--- src/rtl/unidad_escritura_registros.sv ---
// Write-back front end for the register bank: a small FIFO that issues one registered write per cycle.
// Optional macro WB_BYPASS_EN adds read-port bypass of pending writes (hit1/hit2, byp1/byp2).
module unidad_escritura_registros #(
   parameter int unsigned DEPTH = 4,
   parameter int unsigned AW    = 5,
   parameter int unsigned DW    = 32
) (
   input  logic          clk,
   input  logic          rst_n,
   input  logic          in_valid,
   output logic          in_ready,
   input  logic [AW-1:0] in_dir,
   input  logic [DW-1:0] in_dato,
   input  logic          bloqueo,
   input  logic          vaciar,
   output logic [AW-1:0] Dir,
   output logic [DW-1:0] Di,
   output logic          RegWrite,
   output logic          pendiente,
   input  logic [AW-1:0] RA1,
   input  logic [AW-1:0] RA2,
   output logic          hit1,
   output logic          hit2,
   output logic [DW-1:0] byp1,
   output logic [DW-1:0] byp2
);

   localparam int unsigned PW = (DEPTH > 1) ? $clog2(DEPTH) : 1;
   localparam int unsigned CW = PW + 1;

   logic [AW-1:0] mem_dir  [DEPTH];
   logic [DW-1:0] mem_dato [DEPTH];
   logic [PW-1:0] wr_ptr;
   logic [PW-1:0] rd_ptr;
   logic [CW-1:0] count;
   logic          accept;
   logic          push;
   logic          pop;

   assign in_ready  = (count != CW'(DEPTH)) && !vaciar;
   assign accept    = in_valid && in_ready;
   // Writes to $zero complete the handshake but are dropped here.
   assign push      = accept && (in_dir != AW'(0));
   assign pop       = (count != CW'(0)) && !bloqueo && !vaciar;
   assign pendiente = (count != CW'(0)) || RegWrite;

   // Entry storage; contents outside [rd_ptr, rd_ptr+count) are never observed.
   always_ff @(posedge clk) begin
      if (push) begin
         mem_dir[wr_ptr]  <= in_dir;
         mem_dato[wr_ptr] <= in_dato;
      end
   end

   // Pointers, occupancy and the registered bank-write stage.
   always_ff @(posedge clk or negedge rst_n) begin
      if (!rst_n) begin
         wr_ptr   <= '0;
         rd_ptr   <= '0;
         count    <= '0;
         Dir      <= '0;
         Di       <= '0;
         RegWrite <= 1'b0;
      end else if (vaciar) begin
         wr_ptr   <= '0;
         rd_ptr   <= '0;
         count    <= '0;
         RegWrite <= 1'b0;
      end else begin
         if (push) begin
            wr_ptr <= wr_ptr + PW'(1);
         end
         if (pop) begin
            Dir      <= mem_dir[rd_ptr];
            Di       <= mem_dato[rd_ptr];
            rd_ptr   <= rd_ptr + PW'(1);
            RegWrite <= 1'b1;
         end else begin
            RegWrite <= 1'b0;
         end
         count <= count + CW'(push) - CW'(pop);
      end
   end

`ifdef WB_BYPASS_EN
   // Oldest first (output stage, then FIFO head to tail) so the youngest match wins.
   always_comb begin
      logic [PW-1:0] idx;
      hit1 = 1'b0;
      hit2 = 1'b0;
      byp1 = '0;
      byp2 = '0;
      idx  = '0;
      if (RegWrite && (Dir == RA1)) begin
         hit1 = 1'b1;
         byp1 = Di;
      end
      if (RegWrite && (Dir == RA2)) begin
         hit2 = 1'b1;
         byp2 = Di;
      end
      for (int k = 0; k < int'(DEPTH); k++) begin
         idx = rd_ptr + PW'(k);
         if (CW'(k) < count) begin
            if (mem_dir[idx] == RA1) begin
               hit1 = 1'b1;
               byp1 = mem_dato[idx];
            end
            if (mem_dir[idx] == RA2) begin
               hit2 = 1'b1;
               byp2 = mem_dato[idx];
            end
         end
      end
      if (RA1 == AW'(0)) begin
         hit1 = 1'b0;
         byp1 = '0;
      end
      if (RA2 == AW'(0)) begin
         hit2 = 1'b0;
         byp2 = '0;
      end
   end
`else
   logic unused_ra;
   assign unused_ra = ^{RA1, RA2};
   assign hit1 = 1'b0;
   assign hit2 = 1'b0;
   assign byp1 = '0;
   assign byp2 = '0;
`endif

endmodule

--- config.mk ---
export PLATFORM = sky130hd
export DESIGN_NAME = unidad_escritura_registros
export DESIGN_NICKNAME = d
export VERILOG_FILES = /design/src/rtl/unidad_escritura_registros.sv
export SDC_FILE = /design/constraint.sdc
export NUM_CORES = 1
export LEC_CHECK = 0
export CORE_UTILIZATION = 45
export CTS_CLUSTER_DIAMETER = 200
export DETAILED_ROUTE_END_ITERATION = 10
export GPL_ROUTABILITY_DRIVEN = 0
export PLACE_DENSITY_LB_ADDON = 0.05
export SLEW_MARGIN = 20
export SYNTH_ARGS = -nofsm -noshare
export SYNTH_HDL_FRONTEND = slang
export SYNTH_SLANG_ARGS = --single-unit
export TNS_END_PERCENT = 10
--- constraint.sdc ---
create_clock -name clk -period 2.4 [get_ports clk]
set_input_delay 0.36 -clock clk [delete_from_list [all_inputs] [get_ports clk]]
set_output_delay 0.36 -clock clk [all_outputs]
set_load 0.01 [all_outputs]
==> results of run 1 <==
==> cells in the mapped netlist <==
| cell type | instances |
|---|---|
| inv_1 | 7 |
| mux2i_1 | 1 |
| dfrtp_1 | 45 |
| nor2b_1 | 1 |
| mux2_2 | 18 |
| mux4_2 | 37 |
| nor3_1 | 1 |
| inv_2 | 1 |
| mux2_4 | 20 |
| buf_2 | 3 |
| nand2b_1 | 2 |
| nor4_2 | 1 |
| ha_1 | 6 |
| nor3b_2 | 1 |
| xor2_1 | 1 |
| xnor2_1 | 1 |
| o31ai_1 | 1 |
| and2_1 | 4 |
| o21ai_0 | 1 |
| edfxtp_1 | 148 |
| a2111oi_4 | 1 |
| or4_1 | 1 |
| nor2_1 | 4 |
| buf_4 | 68 |
| or3_1 | 1 |
| buf_6 | 5 |
| conb_1 | 1 |
| clkbuf_1 | 3 |
| nor3_2 | 1 |
| nor3_4 | 1 |
| a21oi_1 | 2 |
| fa_1 | 1 |
==> metrics by stage <==
| step | hold slack (ps) | setup slack [ps] | TNS, ps |
|---|---|---|---|
| after floorplan | 64.4 | -34.3 | -3800 |
| after global placement | 386 | -245 | -424 |
| after detailed placement | 379 | -240 | -419 |
| after CTS | 458 | 103 | 0 |
| after global routing | 503 | 30.5 | 0 |
| final | 469 | 128 | 0 |
==> registers in the layout, summed over array words and instances (netlist names) <==
| signal | count |
|---|---|
| mem_dir | 20 |
| Di | 32 |
| Dir | 5 |
| rd_ptr | 2 |
| mem_dato | 128 |
| wr_ptr | 2 |
| RegWrite | 1 |
| count | 3 |
==> worst paths after layout <==
path | from | endpoint | cells after the start
hold / removal | rst_n | Di[30] | 3
max in group asynchronous | rst_n | rd_ptr[0] | 3
setup / recovery | count[2] | pendiente | 4
hold reg to reg | Di[16] | Di[16] | 1
setup reg to reg | count[2] | count[2] | 10
min in group clk | Di[16] | Di[16] | 1
==> power groups by stage <==
stage | combinational (mW) | clock, mW | sequential [mW]
finish | 2.35 | 3.21 | 4.52
global route | 2.52 | 3.39 | 4.61
CTS | 2.37 | 3.28 | 4.55
detailed placement | 2.36 | 0 | 4.61
global placement | 2.33 | 0 | 4.59
floorplan | 1.35 | 0 | 4.56
==> layer usage <==
metal / vias to the layer above / share of wire / GRT usage
li1: 1588 / - / -
met1: 1901 / 0.45 / 0.219
met2: 122 / 0.49 / 0.264
met3: 17 / 0.047 / 0.0450
met4: 0 / 0.015 / 0.0644
met5: - / 0 / 0
==> placed cells by master (no fill, tap or decap), drive strengths merged <==
cell,instances
a2111oi,1
clkbuf,19
nor3b,1
or3,1
clkdlybuf4s50,80
edfxtp,148
o21ai,1
mux4,37
conb,66
buf,27
ha,6
dfrtp,45
nor3,3
bufinv,6
xor2,1
dlygate4sd3,1
and2,4
o31ai,1
xnor2,1
nor4,1
nor2b,1
fa,1
clkinv,5
mux2,38
mux2i,1
or4,1
nor2,4
nand2b,2
inv,10
a21oi,2
==> repair_timing <==
action,4_1_cts,5_1_grt
buffers inserted,0,2
endpoints found under the setup margin,0,1
hold buffers,1,0
hold endpoints to repair,45,0
gates resized for setup,0,1
==> cell type report <==
| type | count | area, um2 | area share |
|---|---|---|---|
| flip-flops and latches | 193 | 5580 | 0.581 |
| multi-input cells | 174 | 1900 | 0.198 |
| repair buffers | 108 | 1140 | 0.118 |
| clock buffers | 19 | 453 | 0.0472 |
| well taps | 220 | 275 | 0.0287 |
| clock inverters | 13 | 229 | 0.0239 |
| inverters | 8 | 30.0 | 0.00313 |
==> worst register-to-register path, delay by kind of cell, from the launching register on <==
kind	cells	cell delay, ps
fa+ha+maj	3	770
xor+xnor	1	160
compound gates	1	350
buf+inv	3	180
simple gates	2	230
flops	1	370
==> logic make-up after synthesis <==
group,share of synthesized area
buffers and inverters,0.0795
adder cells (fa/ha/maj),0.0121
XOR/XNOR,0.00224
other,0.000479
AO/OA/AOI/OAI,0.00639
multiplexers,0.172
flip-flops,0.711
AND/OR/NAND/NOR,0.0164
==> flow_metrics.tcl, run 1 <==
set metrics [dict create \
    status "complete, no violations" \
    post-dp-hpwl_mm 8.27 \
    via_per_inst 4.94 \
    yosys_warnings 0 \
    cp_data_required_time_ps 2040 \
    cp-end-kind "output port" \
    area_of_the_die_mm2 0.0179 \
    drt_drc_violations_left 0 \
    synthesized_area_mm2 0.00784 \
    critPathArrivalTime_ps 1910 \
    report.power.total_mw 10.1 \
    cellPowerDensity_mw_per_mm2 1050 \
    cts_num_sinks 193 \
    netlist-cell-type-count 32 \
    areaGrowthSynthToFinish_pct 22.5 \
    detail_route.wirelength_mm 13.6 \
    fin_cells 735 \
    number_of_antenna_violations_at_the_first_check_in_global_routing 0 \
    clkLatencyLatePin_ps 420 \
    power.leakage_nw 3.47 \
    post-synth-top-area-cell "edfxtp_1" \
    timing.final.crit_share 0.947 \
    cts_buf_count 17 \
    post_drt_wl_per_cell_um 18.5 \
    timing.critical_path.cells "buf_4 > nor3_4 > nand2b_1 > clkdlybuf4s50_1" \
    design.final.nets 561 \
    timing.clock.skew_ps 8.56 \
    ys_ff_latch 193 \
    finalCoreUtilization 0.571 \
    core.rowCount 47 \
    die_w_um 134 \
    ys_top_cells_by_area "edfxtp_1 57%, dfrtp_1 14%, mux4_2 11%, buf_4 6.5%, mux2_4 3.8%" \
    via_count_of_the_first_global_routing_pass 3643 \
    switchingPower_mw 2.44 \
    tritoncts "yes" \
    fmax_mhz 440 \
    cts.path.max_buffers 2 \
    netlist_instances 389 \
    cts_htree_levels 4 \
    internal-power_mw 7.64 \
    grt.total_usage 0.166 \
    synth.top_cell.area_share 0.567 \
    ff2ff_setup_slack_ps 240 \
    power.share.combinational 0.233 \
    period_minus_slack_ps 2270 \
    initial_core_util 0.466 \
    maxSlewHeadroom 0.437 \
    path_clk_slew_ps 70 \
    path_buf_inv 2 \
    placeableCoreArea_mm2 0.0168 \
    die_h_um 134 \
    root_buffer "clkbuf_16" \
    sequentialPowerShare 0.448 \
    timing_hold_violations_final 0 \
    category_of_cells_accounting_for_the_largest_share_of_critical_path_delay "buffers and inverters" \
    ir_drop_v 0.000636 \
    grt_setup_unrepaired "no" \
    pin_count 158 \
    slew_worst_pin_ps 845 \
    wire_length_of_the_first_global_routing_pass_mm 21.3 \
    hold_class "primary input to async pin" \
    fraction_of_final_layout_cells_with_drive_strength_greater_than_1 0.285 \
    drt_iter0_drc 133 \
    placed_cell_area_mm2 0.00889 \
    cpMaxStageDelayCell "clkdlybuf4s50_1" \
    remaining_overflow_grt 0 \
    grt_start_max_net_pins 46 \
    critical_path.max_fanout 7 \
    power_frac_clock 0.319 \
    synth-seq-area-share 0.711 \
    final_slew_viol_count 0 \
    critical_path.startpoint_type "flop" \
    final_antenna_net_count 0 \
    switching_share 0.242 \
    maxCapViolCount 0 \
    drt_pass1_iterations 4 \
    num-fill-cells 1303 \
    path_class "flop to output port" \
    n_antenna_cell 0 \
    timing.critical_path.slowest_cell_delay_ps 500 \
    setup_viol_count_final 0 \
    dr_vias 3628 \
    final_cell_area_mm2 0.00960 \
    syn_area_per_cell_um2 20.1 \
    number_of_placed_cells_counting_well_taps 700 \
    place.port_buffers 81 \
]
Power figures use the tool's default switching activity.
==> run 2: changes to the inputs <==
--- a/config.mk
+++ b/config.mk
@@ -10,6 +10,7 @@
 export DETAILED_ROUTE_END_ITERATION = 10
 export GPL_ROUTABILITY_DRIVEN = 0
 export PLACE_DENSITY_LB_ADDON = 0.05
+export SKIP_LAST_GASP = 1
 export SLEW_MARGIN = 20
 export SYNTH_ARGS = -nofsm -noshare
 export SYNTH_HDL_FRONTEND = slang
==> results of run 2 <==
No change in the layout: final DEF, timing and power equal those of run 1.
==> run 3: changes to the inputs <==
--- a/config.mk
+++ b/config.mk
@@ -10,6 +10,7 @@
 export DETAILED_ROUTE_END_ITERATION = 10
 export GPL_ROUTABILITY_DRIVEN = 0
 export PLACE_DENSITY_LB_ADDON = 0.05
+export RECOVER_POWER = 100
 export SKIP_LAST_GASP = 1
 export SLEW_MARGIN = 20
 export SYNTH_ARGS = -nofsm -noshare
==> run 3 against run 2 <==
  * Clock power hardly changed
  * Clock skew hardly changed
  * Highest routed layer is now met5
  * Cell area is 1.9% lower
==> flow_metrics.tcl, run 3 (synthesized netlist as in run 1, its figures left out) <==
set metrics [dict create \
    cp-end-kind "output port" \
    final_cell_area_mm2 0.00942 \
    internal-power_mw 7.32 \
    worst_slack_ps 133 \
    power_frac_clock 0.330 \
    leading_cell_type_in_the_layout_fill_and_taps_excluded "edfxtp_1" \
    n_antenna_cell 0 \
    drt_drc_violations_left 0 \
    totalNegativeSetupSlack_ps 0 \
    via_per_inst 4.92 \
    detail_route.wirelength_mm 13.5 \
    cp_data_required_time_ps 2040 \
    switching_share 0.247 \
    cellPowerDensity_mw_per_mm2 1030 \
    hold_class "flop to flop" \
    fmax_mhz 441 \
    drt_iter0_drc 140 \
    finalCoreUtilization 0.560 \
    number_of_placed_cells_counting_well_taps 700 \
    die_h_um 134 \
    clkLatencyLatePin_ps 420 \
    timing.clock.skew_ps 8.82 \
    use_met2 0.264 \
    layout_common_cells "148 x edfxtp_1, 73 x dlygate4sd3_1, 66 x conb_1" \
    post_drt_wl_per_cell_um 18.4 \
    grt.total_usage 0.166 \
    flip_flop_count_of_the_largest_register_all_copies_and_words_added 128 \
    die_w_um 134 \
    placeableCoreArea_mm2 0.0168 \
    sequentialPowerShare 0.462 \
    top_usage_layer "met2" \
    pin_count 158 \
    final_slew_viol_count 0 \
    grt_start_max_net_pins 46 \
    final_antenna_net_count 0 \
    critical_path.startpoint_type "flop" \
    via_count_of_the_first_global_routing_pass 3643 \
    cts_num_sinks 193 \
    top_regs "mem_dato (128), Di (32), mem_dir (20)" \
    path_clk_slew_ps 60 \
    switchingPower_mw 2.40 \
    area_of_the_die_mm2 0.0179 \
    maxCapViolCount 0 \
    dr_vias 3613 \
    hold-worst-slack_ps 479 \
    ir_drop_v 0.000620 \
    placed_cell_area_mm2 0.00889 \
    num-fill-cells 1338 \
    initial_core_util 0.466 \
    largest-register "mem_dato" \
    dp_slack_ps -240 \
    remaining_overflow_grt 0 \
    critPathArrivalTime_ps 1910 \
    design.final.nets 561 \
    drt_pass1_iterations 4 \
    path_class "flop to output port" \
    status "complete, no violations" \
    report.power.total_mw 9.72 \
    timing_hold_violations_final 0 \
    setup_viol_count_final 0 \
    post-dp-hpwl_mm 8.27 \
    period_minus_slack_ps 2270 \
    cts_buf_count 17 \
    timing.final.crit_share 0.945 \
    core.rowCount 47 \
    ff2ff_setup_slack_ps 220 \
    place.port_buffers 81 \
    power.leakage_nw 3.40 \
    met3_usage 0.0450 \
    cts_htree_levels 4 \
    areaGrowthSynthToFinish_pct 20.2 \
    slew_worst_pin_ps 1360 \
    wire_length_of_the_first_global_routing_pass_mm 21.3 \
    critical_path.max_fanout 7 \
    maxSlewHeadroom 0.0924 \
    grt_setup_unrepaired "no" \
    root_buffer "clkbuf_16" \
    fraction_of_final_layout_cells_with_drive_strength_greater_than_1 0.225 \
    number_of_antenna_violations_at_the_first_check_in_global_routing 1 \
    power.share.combinational 0.208 \
    fin_cells 735 \
    tritoncts "yes" \
    groute.layer.met1.usage 0.219 \
    cts.path.max_buffers 2 \
]
run 3: cell types whose count changed in the layout (fill, tap and decap cells not counted), moves of 7 or more:
cell             change
clkdlybuf4s50_1     -72
clkbuf_1             +7
dlygate4sd3_1       +72
buf_4               -11
mux2_4              -19
mux2_1              +19
run 3: metal layers:
metal	wire, um	vias up
li1	-	1587
met1	6030	1876
met2	6630	129
met3	660	19
met4	208	2
met5	13	-
run 3: path summary, 6_finish.rpt:
kind	from	end	depth (start not counted)
max	count[2]	pendiente	4
min	Di[1]	Di[1]	1
max reg2reg	count[2]	mem_dato[0][1]	5
min reg2reg	Di[1]	Di[1]	1
max in group asynchronous	rst_n	rd_ptr[0]	3
min in group asynchronous	rst_n	Di[30]	3
run 3: power groups by stage:
stage / Clock, mW / Sequential (mW) / Combinational [mW]
after detailed placement: 0 / 4.61 / 2.36
after global placement: 0 / 4.59 / 2.33
after CTS: 3.28 / 4.55 / 2.37
after floorplan: 0 / 4.56 / 1.35
after global routing: 3.39 / 4.58 / 2.20
final: 3.21 / 4.49 / 2.02
run 3: worst max-delay path, stage by stage (launching register included):
cell and delay [ps]:
dfrtp_1 370, clkbuf_2 130, nor3_4 350, nand2b_1 140
clkdlybuf4s50_1 500
run 3: layout make-up:
cell class | instances | area (um2) | share of cell area
Sequential cell | 193 | 5580 | 0.592
Timing Repair Buffer | 108 | 1030 | 0.110
Clock buffer | 19 | 453 | 0.0481
Clock inverter | 13 | 229 | 0.0243
Multi-Input combinational cell | 174 | 1820 | 0.193
Inverter | 8 | 30.0 | 0.00319
Tap cell | 220 | 275 | 0.0292
run 3: timing repair:
| action | 4_1_cts | 5_1_grt |
|---|---|---|
| resized for setup | 0 | 1 |
| hold buffers | 1 | 0 |
| buffers inserted | 0 | 2 |
| endpoints found under the setup margin | 0 | 1 |
| endpoints found under the hold margin | 45 | 0 |
